**src/rtl/rgb_stream_packer_if.sv**
```systemverilog
// Pixel input and packed AXI4-Stream output bundles
// for the RGB stream packer.
interface rgb_pix_if;
  logic [7:0] r;
  logic [7:0] g;
  logic [7:0] b;
  logic       valid;
  logic       sof;
  logic       eol;
  logic       in_stream_ready;

  modport master (
    output r, g, b, valid, sof, eol,
    input  in_stream_ready
  );
  modport slave (
    input  r, g, b, valid, sof, eol,
    output in_stream_ready
  );
endinterface

interface rgb_axis_if;
  logic [31:0] out_stream_tdata;
  logic [3:0]  out_stream_tkeep;
  logic        out_stream_tlast;
  logic        out_stream_tuser;
  logic        out_stream_tvalid;
  logic        out_stream_tready;

  modport master (
    output out_stream_tdata, out_stream_tkeep,
    output out_stream_tlast, out_stream_tuser,
    output out_stream_tvalid,
    input  out_stream_tready
  );
  modport slave (
    input  out_stream_tdata, out_stream_tkeep,
    input  out_stream_tlast, out_stream_tuser,
    input  out_stream_tvalid,
    output out_stream_tready
  );
endinterface

```
**src/rtl/rgb_stream_packer.sv**
```systemverilog
// Packs 24-bit RGB pixels densely into 32-bit AXI4-Stream
// words (4 pixels -> 3 words), with line-end flush and 2-deep output buffer.
module rgb_stream_packer (
  input  logic       aclk,
  input  logic       aresetn,
  rgb_pix_if.slave   pix,
  rgb_axis_if.master axo
);

  typedef struct packed {
    logic [31:0] data;
    logic [3:0]  keep;
    logic        last;
    logic        user;
  } word_t;

  logic [1:0]  r_phase;
  logic [23:0] r_hold;
  logic        r_flush_pending;
  logic [15:0] r_flush_data;
  logic [3:0]  r_flush_keep;
  logic        r_tuser_pending;
  word_t       r_mem [2];
  logic        r_rd_ptr;
  logic [1:0]  r_cnt;

  logic        w_in_ready;
  logic        w_accept;
  logic        w_pop;
  logic        w_push;
  logic        w_flush_go;
  logic        w_tvalid;
  logic [23:0] w_pix;
  logic [1:0]  w_ph;
  word_t       w_word;
  word_t       w_head;
  logic [1:0]  w_phase_nxt;
  logic [23:0] w_hold_nxt;
  logic        w_fp_nxt;
  logic [15:0] w_fd_nxt;
  logic [3:0]  w_fk_nxt;
  logic        w_tu_nxt;

  assign w_in_ready = aresetn && !r_flush_pending
                      && (r_cnt != 2'd2);
  assign w_accept   = pix.valid && w_in_ready;
  assign w_tvalid   = (r_cnt != 2'd0);
  assign w_pop      = w_tvalid && axo.out_stream_tready;
  assign w_flush_go = r_flush_pending
                      && ((r_cnt != 2'd2) || w_pop);
  assign w_pix      = {pix.r, pix.g, pix.b};
  // sof restarts packing: held bytes are dropped
  assign w_ph       = pix.sof ? 2'd0 : r_phase;

  always_comb begin
    w_push      = 1'b0;
    w_word      = '0;
    w_phase_nxt = r_phase;
    w_hold_nxt  = r_hold;
    w_fp_nxt    = r_flush_pending;
    w_fd_nxt    = r_flush_data;
    w_fk_nxt    = r_flush_keep;
    w_tu_nxt    = r_tuser_pending;
    if (w_flush_go) begin
      w_push      = 1'b1;
      w_word.data = {16'h0, r_flush_data};
      w_word.keep = r_flush_keep;
      w_word.last = 1'b1;
      w_word.user = r_tuser_pending;
      w_fp_nxt    = 1'b0;
      w_tu_nxt    = 1'b0;
    end else if (w_accept) begin
      w_word.keep = 4'hF;
      w_word.user = r_tuser_pending | pix.sof;
      unique case (w_ph)
        2'd0: begin
          if (pix.eol) begin
            w_push      = 1'b1;
            w_word.data = {8'h0, w_pix};
            w_word.keep = 4'h7;
            w_word.last = 1'b1;
            w_phase_nxt = 2'd0;
          end else begin
            w_hold_nxt  = w_pix;
            w_phase_nxt = 2'd1;
          end
        end
        2'd1: begin
          w_push      = 1'b1;
          w_word.data = {w_pix[7:0], r_hold};
          if (pix.eol) begin
            w_fp_nxt    = 1'b1;
            w_fd_nxt    = w_pix[23:8];
            w_fk_nxt    = 4'h3;
            w_phase_nxt = 2'd0;
          end else begin
            w_hold_nxt  = {8'h0, w_pix[23:8]};
            w_phase_nxt = 2'd2;
          end
        end
        2'd2: begin
          w_push      = 1'b1;
          w_word.data = {w_pix[15:0], r_hold[15:0]};
          if (pix.eol) begin
            w_fp_nxt    = 1'b1;
            w_fd_nxt    = {8'h0, w_pix[23:16]};
            w_fk_nxt    = 4'h1;
            w_phase_nxt = 2'd0;
          end else begin
            w_hold_nxt  = {16'h0, w_pix[23:16]};
            w_phase_nxt = 2'd3;
          end
        end
        2'd3: begin
          w_push      = 1'b1;
          w_word.data = {w_pix, r_hold[7:0]};
          w_word.last = pix.eol;
          w_phase_nxt = 2'd0;
        end
      endcase
      w_tu_nxt = w_push ? 1'b0
                        : (r_tuser_pending | pix.sof);
    end
  end

  always_ff @(posedge aclk or negedge aresetn) begin
    if (!aresetn) begin
      r_phase         <= 2'd0;
      r_hold          <= '0;
      r_flush_pending <= 1'b0;
      r_flush_data    <= '0;
      r_flush_keep    <= '0;
      r_tuser_pending <= 1'b0;
      r_mem[0]        <= '0;
      r_mem[1]        <= '0;
      r_rd_ptr        <= 1'b0;
      r_cnt           <= 2'd0;
    end else begin
      r_phase         <= w_phase_nxt;
      r_hold          <= w_hold_nxt;
      r_flush_pending <= w_fp_nxt;
      r_flush_data    <= w_fd_nxt;
      r_flush_keep    <= w_fk_nxt;
      r_tuser_pending <= w_tu_nxt;
      if (w_push)
        r_mem[r_rd_ptr ^ r_cnt[0]] <= w_word;
      if (w_pop)
        r_rd_ptr <= ~r_rd_ptr;
      r_cnt <= r_cnt + {1'b0, w_push}
                     - {1'b0, w_pop};
    end
  end

  assign w_head = r_mem[r_rd_ptr];

  assign pix.in_stream_ready   = w_in_ready;
  assign axo.out_stream_tvalid = w_tvalid;
  assign axo.out_stream_tdata  = w_tvalid ? w_head.data : '0;
  assign axo.out_stream_tkeep  = w_tvalid ? w_head.keep : '0;
  assign axo.out_stream_tlast  = w_tvalid && w_head.last;
  assign axo.out_stream_tuser  = w_tvalid && w_head.user;

endmodule

```
**src/flat_wrapper.sv**
```systemverilog
// flat-port wrapper written by rule: the top's interface ports become plain ports
module rgb_stream_packer_flat 
  (aclk, aresetn, pix_r, pix_g, pix_b, pix_valid, pix_sof, pix_eol, pix_in_stream_ready, axo_out_stream_tdata, axo_out_stream_tkeep, axo_out_stream_tlast, axo_out_stream_tuser, axo_out_stream_tvalid, axo_out_stream_tready);
  rgb_pix_if pix_i ();
  rgb_axis_if axo_i ();
  input  logic aclk;
  input  logic aresetn;
  input wire logic [$bits(pix_i.r)-1:0] pix_r;
  input wire logic [$bits(pix_i.g)-1:0] pix_g;
  input wire logic [$bits(pix_i.b)-1:0] pix_b;
  input wire logic [$bits(pix_i.valid)-1:0] pix_valid;
  input wire logic [$bits(pix_i.sof)-1:0] pix_sof;
  input wire logic [$bits(pix_i.eol)-1:0] pix_eol;
  output wire logic [$bits(pix_i.in_stream_ready)-1:0] pix_in_stream_ready;
  output wire logic [$bits(axo_i.out_stream_tdata)-1:0] axo_out_stream_tdata;
  output wire logic [$bits(axo_i.out_stream_tkeep)-1:0] axo_out_stream_tkeep;
  output wire logic [$bits(axo_i.out_stream_tlast)-1:0] axo_out_stream_tlast;
  output wire logic [$bits(axo_i.out_stream_tuser)-1:0] axo_out_stream_tuser;
  output wire logic [$bits(axo_i.out_stream_tvalid)-1:0] axo_out_stream_tvalid;
  input wire logic [$bits(axo_i.out_stream_tready)-1:0] axo_out_stream_tready;
  assign pix_i.r = pix_r;
  assign pix_i.g = pix_g;
  assign pix_i.b = pix_b;
  assign pix_i.valid = pix_valid;
  assign pix_i.sof = pix_sof;
  assign pix_i.eol = pix_eol;
  assign pix_in_stream_ready = pix_i.in_stream_ready;
  assign axo_out_stream_tdata = axo_i.out_stream_tdata;
  assign axo_out_stream_tkeep = axo_i.out_stream_tkeep;
  assign axo_out_stream_tlast = axo_i.out_stream_tlast;
  assign axo_out_stream_tuser = axo_i.out_stream_tuser;
  assign axo_out_stream_tvalid = axo_i.out_stream_tvalid;
  assign axo_i.out_stream_tready = axo_out_stream_tready;
  rgb_stream_packer u_core (.aclk(aclk), .aresetn(aresetn), .pix(pix_i), .axo(axo_i));
endmodule
```
**config.mk**
```make
export PLATFORM = sky130hd
export DESIGN_NAME = rgb_stream_packer_flat
export DESIGN_NICKNAME = d
export VERILOG_FILES = /design/src/rtl/rgb_stream_packer_if.sv /design/src/rtl/rgb_stream_packer.sv /design/src/flat_wrapper.sv
export SDC_FILE = /design/constraint.sdc
export NUM_CORES = 1
export LEC_CHECK = 0
export ABC_AREA = 1
export BUFFER_PORTS_ARGS = -buffer_cell sky130_fd_sc_hd__buf_2
export CAP_MARGIN = 30
export CORE_MARGIN = 3
export CORE_UTILIZATION = 30
export DETAILED_ROUTE_END_ITERATION = 8
export PLACE_DENSITY = 0.49
export SYNTH_ARGS = -nofsm -noshare
export SYNTH_HDL_FRONTEND = slang
export SYNTH_SLANG_ARGS = --single-unit
```
**constraint.sdc**
```tcl
create_clock -name aclk -period 2.61 [get_ports aclk]
set_clock_uncertainty 0.2 [all_clocks]
set_input_delay 0.1305 -clock aclk [delete_from_list [all_inputs] [get_ports aclk]]
set_output_delay 0.1305 -clock aclk [all_outputs]
set_load 0.05 [all_outputs]
```
; After elaboration in Yosys (flattened, before gate mapping)
; Index checks and enable logic that the tools add are counted.
[totals]
output_inout_bits = 40
elab_cells = 101
regBits = 127
in_bits = 30
[classes]
n_lt_le_gt_ge = 3
n_addsub = 2
n_bitwise = 6
n_eq_ne = 9
reduce_logical = 23
n_mux = 42
[op_table]
columns = operator, count
row1 = $mux W38, 6
row2 = $pmux W32 S4, 1
row3 = $bwmux W76, 1
row4 = $mux W24, 3
row5 = $pmux W24 S3, 1
row6 = $demux W38 S1, 1
row7 = $mux W16, 2
row8 = $mux W32, 1
row9 = $pmux W16 S2, 1
row10 = $mux W29, 1
row11 = $mux W4, 4
row12 = $mux W1, 13
row13 = $ne A2 B2 Y1 const B, 6
row14 = $reduce_bool A2 Y1, 5
row15 = $logic_and A1 B1 Y1, 8
row16 = $pmux W2 S4, 1
row17 = $pmux W4 S2, 1
row18 = $mux W2, 3
row19 = $reduce_and A6 Y1, 1
row20 = $reduce_and A5 Y1, 1
row21 = $eq A2 B2 Y1 const B, 2
row22 = $ge A2 B2 Y1 const B, 2
row23 = $not A1 Y2, 2
row24 = $pmux W1 S2, 2
row25 = other kinds (15), 16

; Logic depth before layout (Yosys ltp)
[logic_depth]
ltp_word = 10
depth_mapped = 13
mapped_depth_nobuf = 12

; Worst setup path before layout
; Ideal clock, no wire load.
[synth_timing]
kind = register -> output
startpoint = reg u_core.r_rd_ptr
endpoint = out axo_out_stream_tdata[12]
setup_slack_ns = 0.378
stages_incl_launch_ff = 6
required_ns = 2.280
arrival_time_ns = 1.902
path_buffers = 3
path_cell_list = dfrtp_1 -> buf_2 -> buf_1 -> clkbuf_1 -> nand2_1 -> a21oi_1
[synth_between]
elab_chain_len = 5
[synth_rtl]
columns = element, line
row1 = "start, declared", rgb_stream_packer.sv:24  ; logic r_rd_ptr;
row2 = "start signal, assigned", rgb_stream_packer.sv:148  ; r_rd_ptr <= ~r_rd_ptr;
row3 = $not A1 Y2 (implied by the code), rgb_stream_packer.sv:154  ; assign w_head = r_mem[r_rd_ptr];
row4 = $mux W38 (implied by the code) (3 in series), rgb_stream_packer.sv:154
row5 = $mux W32, rgb_stream_packer.sv:158  ; assign axo.out_stream_tdata = w_tvalid ? w_head.data : '0;
row6 = "end, declared", flat_wrapper.sv:15  ; output wire logic [$bits(axo_i.out_stream_tdata)-1:0] axo_out_stream_tdata;
; Every way passes these cells. The select of a mux whose other input is x is not followed.

; Worst setup path in the final report
[layout_timing]
startpoint = reg u_core.r_phase[1]
endpoint = reg u_core.r_hold[5]
[layout_between]
elab_chain_len = 4
elab_cells_between_ends = 10
classes_between = 5 x eq/ne / 2 x mux / 3 x reduce/logical
[layout_rtl]
columns = element, line
row1 = "start, declared", rgb_stream_packer.sv:17  ; logic [1:0] r_phase;
row2 = "start signal, assigned", rgb_stream_packer.sv:139  ; r_phase <= w_phase_nxt;
row3 = $mux W2 (*), rgb_stream_packer.sv:53  ; assign w_ph = pix.sof ? 2'd0 : r_phase;
row4 = "$eq A2 B2 Y1, or another cell as far along", rgb_stream_packer.sv:75  ; unique case (w_ph)
row5 = $ne A2 B2 Y1 (no source line) or $reduce_bool A3 Y1 (tied branches), --
row6 = $reduce_and A6 Y1 (no source line), --
row7 = "end signal, assigned", rgb_stream_packer.sv:140  ; r_hold <= w_hold_nxt;
row8 = "end, declared", rgb_stream_packer.sv:18  ; logic [23:0] r_hold;
; Every way passes the cells marked *; elsewhere a longest branch is shown, timed or not.
; A chain may end at the register's enable or synchronous reset.

==> results.tsv <==
metric	value	unit
FF+latch count, synth	125	
DP Area	0.00773	mm^2
# clock sinks	125	
vias in the first global route	6531	
Synth top cells by count	501 x nand2_1, 125 x dfrtp_1, 76 x nand3_1, 55 x o21ai_0, 51 x a21oi_1	
WS Path Type	reg -> reg	
Final Hold Vio Count	0	
setup TNS	0	ns
pin count of the biggest net entering global routing	126	
R2R Path End	u_core.r_hold[5]	
setup violators final	0	
Detailed Routing Iterations Pass 1	5	
Adder-Cell Fraction of Synth Area	0.0125	
grt total ovfl	0	
total power	10.3	mW
DIE WIDTH	159	um
via count	6699	
Max Cap Viol	0	
Clk Latency, worst-skew pair	0.42	ns
wire length per cell	16.0	um
max-slew violations	0	
Final Instance Area	0.00869	mm^2
RePlAce Congestion	0.835	
Non-Filler Instances	1420	
row count	55	
XOR/XNOR Fraction of Synth Area	0.00766	
port bufs	69	
die area	0.0253	mm^2
Max clock buf depth	2	
worst-case reg-to-reg path depth	10	
most frequent cell after synthesis	nand2_1	
Worst Path Required	2.75	ns
H-tree lvl count	4	
post-synth top area share	0.445	
Routed WL	22700	um
Pwr Density	1180	mW/mm^2
outcome	completed	
layout cells sized above 1	0.137	
initial core utilization	0.308	
first-pass GRT wire length	37200	um
f_max	0.409	GHz
clk slew on worst S/H paths	0.07	ns
Setup Buffers After CTS	0	
CP Launch Type	flop	
Synth Area in Compound Gates	0.0992	
Synth Cell Area	0.00703	mm^2
hold depth	5	
Clock Power Share	0.257	
initial antenna violation count	1	
post-synthesis cell type count	30	
Most used DFF post-synth	dfrtp_1	
NumNets Final	1130	
Leak Pwr	4.42	nW
Post-Synth Simple-Gate Area	0.363	
Max Fanout on Critical Path	26	
Post-synth ARST share	1.00	
multiplexer share of the synthesized area	0	
Gate Count Post-Synth	1010	
Final period util	0.937	
Comb pwr share	0.436	
Core Region	0.0228	mm^2
clk root buf	clkbuf_16	
number of flops mapped to enable cells by yosys	0	
Hold EP	u_core.r_phase[0]	
R2R Setup Slk	0.16	ns
largest family of logic cells by synthesized area	simple AND/OR/NAND/NOR gates	
post-synthesis net count	1047	
Inst Count DP	1358	
Area Overhead vs Synth	23.7	%
Max transition margin	0.497	
Pint	5.71	mW
Detailed Place HPWL	15500	um
worst slew pin tran	0.755	ns
gr usage total	0.184	
Yosys top cell by area	dfrtp_1	
Seq/Total Area, Yosys	0.445	
post-route ant nets	0	
hold_sp	pix_sof	
crit path DAT	2.59	ns
Switch Pwr	4.58	mW
Sw Ratio	0.445	
maximum VDD drop	0.520	mV
# IOs	70	
CTS tree	yes	
Synth Warn #	0	
crit path time final	2.45	ns
Final Util	0.380	
TritonCTS Buffers	17	
top post-synthesis cells by area	dfrtp_1 45%, nand2_1 27%, nand3_1 5.4%, o21ai_0 3.9%, a21oi_1 3.6%	
Die Ht	159	um
Setup crit end kind	flop	
Initial DRC Count	420	
RSZ-0062 raised after global routing	false	
FF-to-FF Start	u_core.r_phase[1]	
Post-route DRC	0	
DR vias/cell	4.72	
worst min-delay path category	in -> reg	
Seq pwr share	0.307	
mean area per synthesized cell	6.96	um^2
cells in the final DEF, fill, tap and decap left out, types with 7 or more instances in the layout:
cell	n
o21a_1	7
buf_4	26
a21oi_1	51
clkbuf_16	17
a31oi_1	9
nand3_1	76
buf_2	68
nor2_1	39
dlygate4sd3_1	29
dfrtp_1	125
inv_1	39
nand2_1	501
o21ai_0	55
worst max-delay path by stage:
stage	startpoint	end	slack [ns]	depth (start not counted)
6_report	u_core.r_phase[1]	u_core.r_hold[5]	0.16	10
5_1_grt	u_core.r_rd_ptr	axo_out_stream_tdata[23]	0.003	5
4_1_cts	u_core.r_phase[0]	u_core.r_hold[4]	0.04	10
3_5_place_dp	u_core.r_phase[1]	u_core.r_mem[11]	0.26	11
3_3_place_gp	u_core.r_phase[1]	u_core.r_mem[17]	0.35	11
2_1_floorplan	u_core.r_rd_ptr	axo_out_stream_tdata[12]	0.38	5
flip-flops by register name (all words and copies together), names as in the netlist, 2 cells and up:
| signal | count |
|---|---|
| u_core.r_flush_keep | 2 |
| u_core.r_mem | 76 |
| u_core.r_hold | 24 |
| u_core.r_phase | 2 |
| u_core.r_flush_data | 16 |
| u_core.r_cnt | 2 |
critical path, cell delays in order (launching register included):
cell	delay (ns)
dfrtp_1	0.36
inv_1	0.07
nor2_1	0.07
inv_1	0.15
ha_1	0.22
buf_4	0.30
nand2_1	0.09
a31oi_1	0.18
dlygate4sd3_1	0.58
nand2_1	0.05
o21ai_0	0.08
timing repair:
action / in CTS / in global routing
hold buffers: 29 / 0
gates resized for setup: 0 / 4
endpoints found under the setup margin: 0 / 5
hold endpoints to repair: 167 / 0
metrics by stage:
step	setup slack (ns)	hold slack [ns]
3_5_place_dp	0.263	0.133
3_3_place_gp	0.352	0.127
5_1_grt	0.00258	0.136
6_report	0.163	0.0994
4_1_cts	0.0373	0.0421
2_1_floorplan	0.378	-0.365
routing by layer:
layer	GRT usage	wire length, um
met1	0.284	11700
met2	0.266	9710
met3	0.0273	975
met4	0.0474	297
met5	0	0
cells by family (layout without fill, tap and decap cells):
| logic type | after synthesis | in the layout |
|---|---|---|
| AND/OR/NAND/NOR | 633 | 633 |
| AO/OA/AOI/OAI | 129 | 129 |
| flip-flops | 125 | 125 |
| buffers and inverters | 112 | 208 |
| adder cells (fa/ha/maj) | 7 | 7 |
| XOR/XNOR | 4 | 4 |
| other | 0 | 1 |
power by group through the flow:
stage	sequential (mW)	combinational, mW	clock [mW]
6_report	3.16	4.49	2.65
5_1_grt	3.26	4.99	2.78
4_1_cts	3.15	4.52	2.69
3_5_place_dp	3.18	4.43	0
3_3_place_gp	3.17	4.41	0
2_1_floorplan	3.05	3.28	0
cell type report:
class | count | area (um^2)
Fill cell | 2516 | 14200
Multi-Input combinational cell | 773 | 3400
Sequential cell | 125 | 3130
Timing Repair Buffer | 129 | 946
Clock buffer | 18 | 429
Tap cell | 313 | 392
Clock inverter | 14 | 214
Inverter | 47 | 176
Antenna cell | 1 | 2.50
No activity file was read; power rests on OpenSTA's default activity.
